`src/rtl/decode_pipe_stage_if.sv`:
```
// Handshake and data bundle between fetch, the decode stage and execute.
// The master modport is the environment (fetch/execute/write-back side);
// the slave modport is the decode stage itself.
interface decode_pipe_stage_if #(
  parameter int XLEN  = 32,
  parameter int NREGS = 32,
  parameter int RA_W  = $clog2(NREGS)
);
  logic            in_valid;
  logic            in_ready;
  logic [31:0]     in_instr;
  logic [XLEN-1:0] in_pc;
  logic [1:0]      op_a_sel;
  logic            op_b_sel;
  logic            wb_en;
  logic [RA_W-1:0] wb_rd;
  logic [XLEN-1:0] wb_data;
  logic            ex_ld_pending;
  logic [RA_W-1:0] ex_ld_rd;
  logic            flush;
  logic            out_valid;
  logic            out_ready;
  logic [XLEN-1:0] out_op_a;
  logic [XLEN-1:0] out_op_b;
  logic [XLEN-1:0] out_rs2_data;
  logic [XLEN-1:0] out_imm;
  logic [RA_W-1:0] out_rd;
  logic [XLEN-1:0] out_pc;

  modport master (
    output in_valid, in_instr, in_pc, op_a_sel, op_b_sel,
    output wb_en, wb_rd, wb_data, ex_ld_pending, ex_ld_rd, flush, out_ready,
    input  in_ready, out_valid, out_op_a, out_op_b, out_rs2_data, out_imm, out_rd, out_pc
  );

  modport slave (
    input  in_valid, in_instr, in_pc, op_a_sel, op_b_sel,
    input  wb_en, wb_rd, wb_data, ex_ld_pending, ex_ld_rd, flush, out_ready,
    output in_ready, out_valid, out_op_a, out_op_b, out_rs2_data, out_imm, out_rd, out_pc
  );
endinterface

```
`src/rtl/decode_pipe_stage.sv`:
```
// Registered decode stage: field/immediate decode, register file with
// write-back bypass, operand selection, load-use stall and a valid/ready
// output register with flush.
module decode_pipe_stage #(
  parameter int XLEN  = 32,
  parameter int NREGS = 32,
  parameter int RA_W  = $clog2(NREGS)
) (
  input logic               clk,
  input logic               rst_n,
  decode_pipe_stage_if.slave bus
);

  localparam logic [6:0] OPC_OP_IMM = 7'b0010011;
  localparam logic [6:0] OPC_LOAD   = 7'b0000011;
  localparam logic [6:0] OPC_JALR   = 7'b1100111;
  localparam logic [6:0] OPC_STORE  = 7'b0100011;
  localparam logic [6:0] OPC_BRANCH = 7'b1100011;
  localparam logic [6:0] OPC_LUI    = 7'b0110111;
  localparam logic [6:0] OPC_AUIPC  = 7'b0010111;
  localparam logic [6:0] OPC_JAL    = 7'b1101111;

  logic [XLEN-1:0] r_regs [NREGS];

  logic            r_out_valid;
  logic [XLEN-1:0] r_out_op_a;
  logic [XLEN-1:0] r_out_op_b;
  logic [XLEN-1:0] r_out_rs2_data;
  logic [XLEN-1:0] r_out_imm;
  logic [RA_W-1:0] r_out_rd;
  logic [XLEN-1:0] r_out_pc;

  logic [RA_W-1:0] w_rs1;
  logic [RA_W-1:0] w_rs2;
  logic [RA_W-1:0] w_rd;
  logic [31:0]     w_imm32;
  logic [XLEN-1:0] w_imm;
  logic            w_wb_write;
  logic [XLEN-1:0] w_rs1_data;
  logic [XLEN-1:0] w_rs2_data;
  logic [XLEN-1:0] w_op_a;
  logic [XLEN-1:0] w_op_b;
  logic            w_hazard;
  logic            w_advance;
  logic            w_in_ready;
  logic            w_accept;

  assign w_rs1 = bus.in_instr[15 +: RA_W];
  assign w_rs2 = bus.in_instr[20 +: RA_W];
  assign w_rd  = bus.in_instr[7 +: RA_W];

  // Immediate decode to a 32-bit value, sign-extended from bit 31.
  always_comb begin
    w_imm32 = 32'h0000_0000;
    case (bus.in_instr[6:0])
      OPC_OP_IMM, OPC_LOAD, OPC_JALR:
        w_imm32 = {{20{bus.in_instr[31]}}, bus.in_instr[31:20]};
      OPC_STORE:
        w_imm32 = {{20{bus.in_instr[31]}}, bus.in_instr[31:25], bus.in_instr[11:7]};
      OPC_BRANCH:
        w_imm32 = {{19{bus.in_instr[31]}}, bus.in_instr[31], bus.in_instr[7],
                   bus.in_instr[30:25], bus.in_instr[11:8], 1'b0};
      OPC_LUI, OPC_AUIPC:
        w_imm32 = {bus.in_instr[31:12], 12'h000};
      OPC_JAL:
        w_imm32 = {{11{bus.in_instr[31]}}, bus.in_instr[31], bus.in_instr[19:12],
                   bus.in_instr[20], bus.in_instr[30:21], 1'b0};
      default:
        w_imm32 = 32'h0000_0000;
    endcase
  end

  // Widen to XLEN keeping the sign of the 32-bit immediate.
  assign w_imm = XLEN'($signed(w_imm32));

  // Writes to x0 are dropped so it keeps reading as zero.
  assign w_wb_write = bus.wb_en & (bus.wb_rd != {RA_W{1'b0}});

  // Operand reads with same-cycle write-back bypass.
  always_comb begin
    if (w_wb_write && (bus.wb_rd == w_rs1)) begin
      w_rs1_data = bus.wb_data;
    end else if (w_rs1 == {RA_W{1'b0}}) begin
      w_rs1_data = {XLEN{1'b0}};
    end else begin
      w_rs1_data = r_regs[w_rs1];
    end
    if (w_wb_write && (bus.wb_rd == w_rs2)) begin
      w_rs2_data = bus.wb_data;
    end else if (w_rs2 == {RA_W{1'b0}}) begin
      w_rs2_data = {XLEN{1'b0}};
    end else begin
      w_rs2_data = r_regs[w_rs2];
    end
  end

  // Operand A/B selection; PC+4 wraps naturally at XLEN bits.
  always_comb begin
    case (bus.op_a_sel)
      2'b00:   w_op_a = w_rs1_data;
      2'b01:   w_op_a = bus.in_pc;
      2'b10:   w_op_a = bus.in_pc + XLEN'(32'd4);
      2'b11:   w_op_a = {XLEN{1'b0}};
      default: w_op_a = {XLEN{1'b0}};
    endcase
    if (bus.op_b_sel) begin
      w_op_b = w_imm;
    end else begin
      w_op_b = w_rs2_data;
    end
  end

  // Load-use check looks at both source fields whatever the operand selects.
  assign w_hazard   = bus.in_valid & bus.ex_ld_pending & (bus.ex_ld_rd != {RA_W{1'b0}}) &
                      ((bus.ex_ld_rd == w_rs1) | (bus.ex_ld_rd == w_rs2));
  assign w_advance  = bus.out_ready | ~r_out_valid;
  assign w_in_ready = w_advance & ~w_hazard & ~bus.flush;
  assign w_accept   = bus.in_valid & w_in_ready;

  // Register file storage; cleared on reset, x0 never written.
  always_ff @(posedge clk or negedge rst_n) begin
    if (!rst_n) begin
      for (int i = 0; i < NREGS; i++) begin
        r_regs[i] <= {XLEN{1'b0}};
      end
    end else if (w_wb_write) begin
      r_regs[bus.wb_rd] <= bus.wb_data;
    end
  end

  // Output pipeline register: flush > accept > bubble > hold.
  always_ff @(posedge clk or negedge rst_n) begin
    if (!rst_n) begin
      r_out_valid    <= 1'b0;
      r_out_op_a     <= {XLEN{1'b0}};
      r_out_op_b     <= {XLEN{1'b0}};
      r_out_rs2_data <= {XLEN{1'b0}};
      r_out_imm      <= {XLEN{1'b0}};
      r_out_rd       <= {RA_W{1'b0}};
      r_out_pc       <= {XLEN{1'b0}};
    end else if (bus.flush) begin
      r_out_valid <= 1'b0;
    end else if (w_accept) begin
      r_out_valid    <= 1'b1;
      r_out_op_a     <= w_op_a;
      r_out_op_b     <= w_op_b;
      r_out_rs2_data <= w_rs2_data;
      r_out_imm      <= w_imm;
      r_out_rd       <= w_rd;
      r_out_pc       <= bus.in_pc;
    end else if (w_advance) begin
      r_out_valid <= 1'b0;
    end
  end

  assign bus.in_ready     = w_in_ready;
  assign bus.out_valid    = r_out_valid;
  assign bus.out_op_a     = r_out_op_a;
  assign bus.out_op_b     = r_out_op_b;
  assign bus.out_rs2_data = r_out_rs2_data;
  assign bus.out_imm      = r_out_imm;
  assign bus.out_rd       = r_out_rd;
  assign bus.out_pc       = r_out_pc;

endmodule

```
`src/flat_wrapper.sv`:
```
// flat-port wrapper written by rule: the top's interface ports become plain ports
module decode_pipe_stage_flat 
#(
  parameter int XLEN  = 32,
  parameter int NREGS = 32,
  parameter int RA_W  = $clog2(NREGS)
)
  (clk, rst_n, bus_in_valid, bus_in_instr, bus_in_pc, bus_op_a_sel, bus_op_b_sel, bus_wb_en, bus_wb_rd, bus_wb_data, bus_ex_ld_pending, bus_ex_ld_rd, bus_flush, bus_out_ready, bus_in_ready, bus_out_valid, bus_out_op_a, bus_out_op_b, bus_out_rs2_data, bus_out_imm, bus_out_rd, bus_out_pc);
  decode_pipe_stage_if #(.XLEN(XLEN), .NREGS(NREGS), .RA_W(RA_W)) bus_i ();
  input logic clk;
  input logic rst_n;
  input wire logic [$bits(bus_i.in_valid)-1:0] bus_in_valid;
  input wire logic [$bits(bus_i.in_instr)-1:0] bus_in_instr;
  input wire logic [$bits(bus_i.in_pc)-1:0] bus_in_pc;
  input wire logic [$bits(bus_i.op_a_sel)-1:0] bus_op_a_sel;
  input wire logic [$bits(bus_i.op_b_sel)-1:0] bus_op_b_sel;
  input wire logic [$bits(bus_i.wb_en)-1:0] bus_wb_en;
  input wire logic [$bits(bus_i.wb_rd)-1:0] bus_wb_rd;
  input wire logic [$bits(bus_i.wb_data)-1:0] bus_wb_data;
  input wire logic [$bits(bus_i.ex_ld_pending)-1:0] bus_ex_ld_pending;
  input wire logic [$bits(bus_i.ex_ld_rd)-1:0] bus_ex_ld_rd;
  input wire logic [$bits(bus_i.flush)-1:0] bus_flush;
  input wire logic [$bits(bus_i.out_ready)-1:0] bus_out_ready;
  output wire logic [$bits(bus_i.in_ready)-1:0] bus_in_ready;
  output wire logic [$bits(bus_i.out_valid)-1:0] bus_out_valid;
  output wire logic [$bits(bus_i.out_op_a)-1:0] bus_out_op_a;
  output wire logic [$bits(bus_i.out_op_b)-1:0] bus_out_op_b;
  output wire logic [$bits(bus_i.out_rs2_data)-1:0] bus_out_rs2_data;
  output wire logic [$bits(bus_i.out_imm)-1:0] bus_out_imm;
  output wire logic [$bits(bus_i.out_rd)-1:0] bus_out_rd;
  output wire logic [$bits(bus_i.out_pc)-1:0] bus_out_pc;
  assign bus_i.in_valid = bus_in_valid;
  assign bus_i.in_instr = bus_in_instr;
  assign bus_i.in_pc = bus_in_pc;
  assign bus_i.op_a_sel = bus_op_a_sel;
  assign bus_i.op_b_sel = bus_op_b_sel;
  assign bus_i.wb_en = bus_wb_en;
  assign bus_i.wb_rd = bus_wb_rd;
  assign bus_i.wb_data = bus_wb_data;
  assign bus_i.ex_ld_pending = bus_ex_ld_pending;
  assign bus_i.ex_ld_rd = bus_ex_ld_rd;
  assign bus_i.flush = bus_flush;
  assign bus_i.out_ready = bus_out_ready;
  assign bus_in_ready = bus_i.in_ready;
  assign bus_out_valid = bus_i.out_valid;
  assign bus_out_op_a = bus_i.out_op_a;
  assign bus_out_op_b = bus_i.out_op_b;
  assign bus_out_rs2_data = bus_i.out_rs2_data;
  assign bus_out_imm = bus_i.out_imm;
  assign bus_out_rd = bus_i.out_rd;
  assign bus_out_pc = bus_i.out_pc;
  decode_pipe_stage #(.XLEN(XLEN), .NREGS(NREGS), .RA_W(RA_W)) u_core (.clk(clk), .rst_n(rst_n), .bus(bus_i));
endmodule
```
`config.mk`:
```
export PLATFORM = sky130hd
export DESIGN_NAME = decode_pipe_stage_flat
export DESIGN_NICKNAME = d
export VERILOG_FILES = /design/src/rtl/decode_pipe_stage_if.sv /design/src/rtl/decode_pipe_stage.sv /design/src/flat_wrapper.sv
export SDC_FILE = /design/constraint.sdc
export NUM_CORES = 2
export LEC_CHECK = 0
export ABC_AREA = 0
export BUFFER_PORTS_ARGS = -buffer_cell sky130_fd_sc_hd__buf_2
export CORE_MARGIN = 2
export CORE_UTILIZATION = 55
export DETAILED_ROUTE_END_ITERATION = 10
export GPL_TIMING_DRIVEN = 0
export MAX_ROUTING_LAYER = met4
export PLACE_DENSITY = 0.76
export SYNTH_ARGS = -nofsm -noshare
export SYNTH_HDL_FRONTEND = slang
export SYNTH_SLANG_ARGS = --single-unit
```
`constraint.sdc`:
```
create_clock -name clk -period 2.19 [get_ports clk]
set_input_delay 0.219 -clock clk [delete_from_list [all_inputs] [get_ports clk]]
set_output_delay 0.219 -clock clk [all_outputs]
set_load 0.02 [all_outputs]
```
==> metrics.csv <==
metric,value,unit
outcome,"complete, but fails checks",
failing checks,"hold timing, capacitance limit, slew limit, setup timing",
Multi-input gate area,32000,um^2
f_max,0.421,GHz
nets@finish,5326,
share of total power in combinational logic,0.237,
flop-to-flop setup slack,-70,ps
Slowest cell on crit path,a21oi_2,
FP Rows,124,
share of Yosys cell area claimed by the top area cell type,0.473,
Area after DPL,66700,um^2
Max Root-Sink Buffers,3,
synth top area cells,"dfrtp_1 47%, mux2_2 19%, mux4_2 14%",
Synth Flop Type,dfrtp_1,
clk slew on worst S/H paths,60,ps
vias in the first global route,50400,
Post-Syn Area,63000,um^2
grt ovf,0,
Clk pwr share,0.341,
die extent in y,342,um
CP Class,in2reg,
Final Setup Violations,235,
CTS root buf,clkbuf_16,
total track usage,0.533,
Max IR drop VDD,710,uV
worst slack at placement,-2980,ps
Max stage delay on crit path,590,ps
clock sinks,1190,
Syn Nets,4773,
period utilisation layout,1.09,
initial antenna violation count,31,
Hold WC Path Type,in2async,
"Seq/Total Area, Yosys",0.473,
CP Launch Type,input pin,
crit end category,register,
Layout fillers,8298,
insertion delay to the later sink of the worst-skew pair,800,ps
Flop pwr share,0.422,
Synth area leader,dfrtp_1,
via-per-instance ratio,7.71,
most frequent cells in the layout,"1,190 x dfrtp_1, 1,079 x mux2_2, 390 x mux4_2, 291 x buf_2, 269 x nand2_1",
largest net degree at the start of global routing,173,
crit-path cells,buf_2 -> buf_6 -> or3_1 -> clkbuf_1 -> clkbuf_2 -> o221ai_1 -> a31oi_1 -> a21oi_2 -> a221oi_4 -> o41ai_2,
post-synthesis cell count,4656,
"most common cell after layout, fill and taps aside",dfrtp_1,
Psw,21500,uW
asr flop ratio synth,1.00,
"EDFF count, synth",0,
WHS,-631,ps
overall routed net length,304000,um
Layout area overhead,19.4,%
Top-Level Pins,283,
Buffers on Ports,273,
sequential cell area,29800,um^2
Yosys warning count,0,
Final Wtd Congestion,1.08,
Worst Path Required,2870,ps
DRC errors left,0,
DRT iter0 DRCs,9203,
wire length per cell,44.2,um
average size of a mapped cell,13.5,um^2
Chip Width,342,um
CTS tree,yes,
Final Hold Vio Count,256,
Core Area,114000,um^2
Starting Density,0.553,
Static Leak,0.0333,uW
routed via count,52900,
Max Slew Vio Count,33,
die area,117000,um^2
Final Cell Area,75200,um^2
hold buffers post-CTS,80,
"antenna viol nets, final",0,
first-pass GRT wire length,409000,um
register bit count reported by yosys,1190,
Switching Share,0.311,
clk_skew,31.8,ps
min cycle time layout,2380,ps
share of layout cells above drive strength 1,0.468,
Synth cell types,75,
RSZ-0062 raised after global routing,true,
Worst-Margin Slew,1650,ps
max cap viols,3,
Int Pwr,47700,uW
relative slew slack,-0.103,
CP max FO,10,
final setup margin,-187,ps
CTS buffer count,133,
post-route core utilization,0.660,
DP Wirelength,203000,um
pwr dens,920,nW/um^2
H-tree Lvls,4,
First-pass DRT Iterations,10,
CP arrival,3060,ps
setup_tns,-11960,ps
[kinds of logic (layout without fill, tap and decap cells)]
group                    after synthesis  in the layout  share of synthesized area
AO/OA/AOI/OAI                        613            613                     0.0686
XOR/XNOR                              45             45                    0.00626
adder cells (fa/ha/maj)                1              1                   0.000199
buffers and inverters                516           1171                     0.0356
flip-flops                          1190           1190                      0.473
multiplexers                        1733           1733                      0.375
other                                  0             41                          0
AND/OR/NAND/NOR                      558            558                     0.0418
[sequential cells by signal (all words and copies together), names as in the netlist]
signal and cells:
u_core.bus.out_imm 32, u_core.bus.out_op_a 32, u_core.bus.out_op_b 32, u_core.bus.out_pc 32
u_core.bus.out_rd 5, u_core.bus.out_rs2_data 32, u_core.bus.out_valid 1, u_core.r_regs 1024
[stage by stage]
stage / std cells / power, uW
after floorplan: 4656 / 37900
after global placement: 6441 / 43100
after detailed placement: 6451 / 43700
after CTS: 6798 / 67400
after global routing: 6849 / 70400
final: 6864 / 69200
[path summary, 6_finish.rpt]
check,startpoint,cells after the start,endpoint
worst max register to register,u_core.r_regs[0]$_DFFE_PN0P_,5,u_core.bus.out_op_a[0]$_DFFE_PN0P_
max in group asynchronous,rst_n,5,u_core.r_regs[974]$_DFFE_PN0P_
worst max-delay path,bus_in_instr[16],10,u_core.bus.out_op_a[0]$_DFFE_PN0P_
worst min register to register,u_core.bus.out_pc[12]$_DFFE_PN0P_,2,u_core.bus.out_pc[12]$_DFFE_PN0P_
min in group clk,bus_in_pc[11],4,u_core.bus.out_op_a[11]$_DFFE_PN0P_
worst min-delay path,rst_n,1,u_core.r_regs[738]$_DFFE_PN0P_
[power groups by stage]
| stage | registers [uW] | logic (uW) | clock network, uW |
|---|---|---|---|
| 2_1_floorplan | 28800 | 9110 | 0 |
| 3_3_place_gp | 29000 | 14100 | 0 |
| 3_5_place_dp | 29300 | 14500 | 0 |
| 4_1_cts | 28900 | 15300 | 23200 |
| 5_1_grt | 29500 | 16700 | 24100 |
| 6_report | 29200 | 16400 | 23600 |
[metal layers]
layer / up-vias / wire (um) / GRT usage
met4: 0 / 30700 / 0.422
met1: 26700 / 98600 / 0.604
met3: 1802 / 54500 / 0.305
met5: - / 0 / -
li1: 18900 / - / -
met2: 5483 / 120000 / 0.678
[Yosys cell counts (all sizes together), types with 11 or more instances]
cell and instances:
inv 11, nand3 49, nand4 25, o22ai 41, a2111oi 24, buf 172, and3 22, xnor2 36
a22oi 53, mux2 1086, nand2 271, nor3 17, mux4 390, a211oi 24, nor2b 22, a21boi 19
a31oi 32, o211ai 14, or4 15, mux2i 257, a21oi 103, clkbuf 333, a221oi 50, dfrtp 1190
o21ai 101, o221ai 75, a21o 16, nor2 74
[critical path: cells and delay by family]
family                 cells  cell delay (ps)
buffers and inverters      4              990
and+or+nand+nor            1              380
AOI/OAI and AO/OA          5             1450
[area by class of cell]
type                    instances  share of cell area
flip-flops and latches       1190               0.396
plain buffers                 498              0.0497
well taps                    1512              0.0252
repair buffers                425              0.0422
inverters                      11            0.000549
clock inverters                38             0.00661
multi-input cells            2950               0.425
clock buffers                 199              0.0530
diodes                         41             0.00136
[repair_timing]
item | 4_1_cts | 5_1_grt
endpoints found under the setup margin | 773 | 465
buffers inserted | 31 | 27
cloned | 3 | 1
endpoints found under the hold margin | 272 | 124
pin swaps | 21 | 37
resized for setup | 526 | 226
No activity file was read; power rests on OpenSTA's default activity.
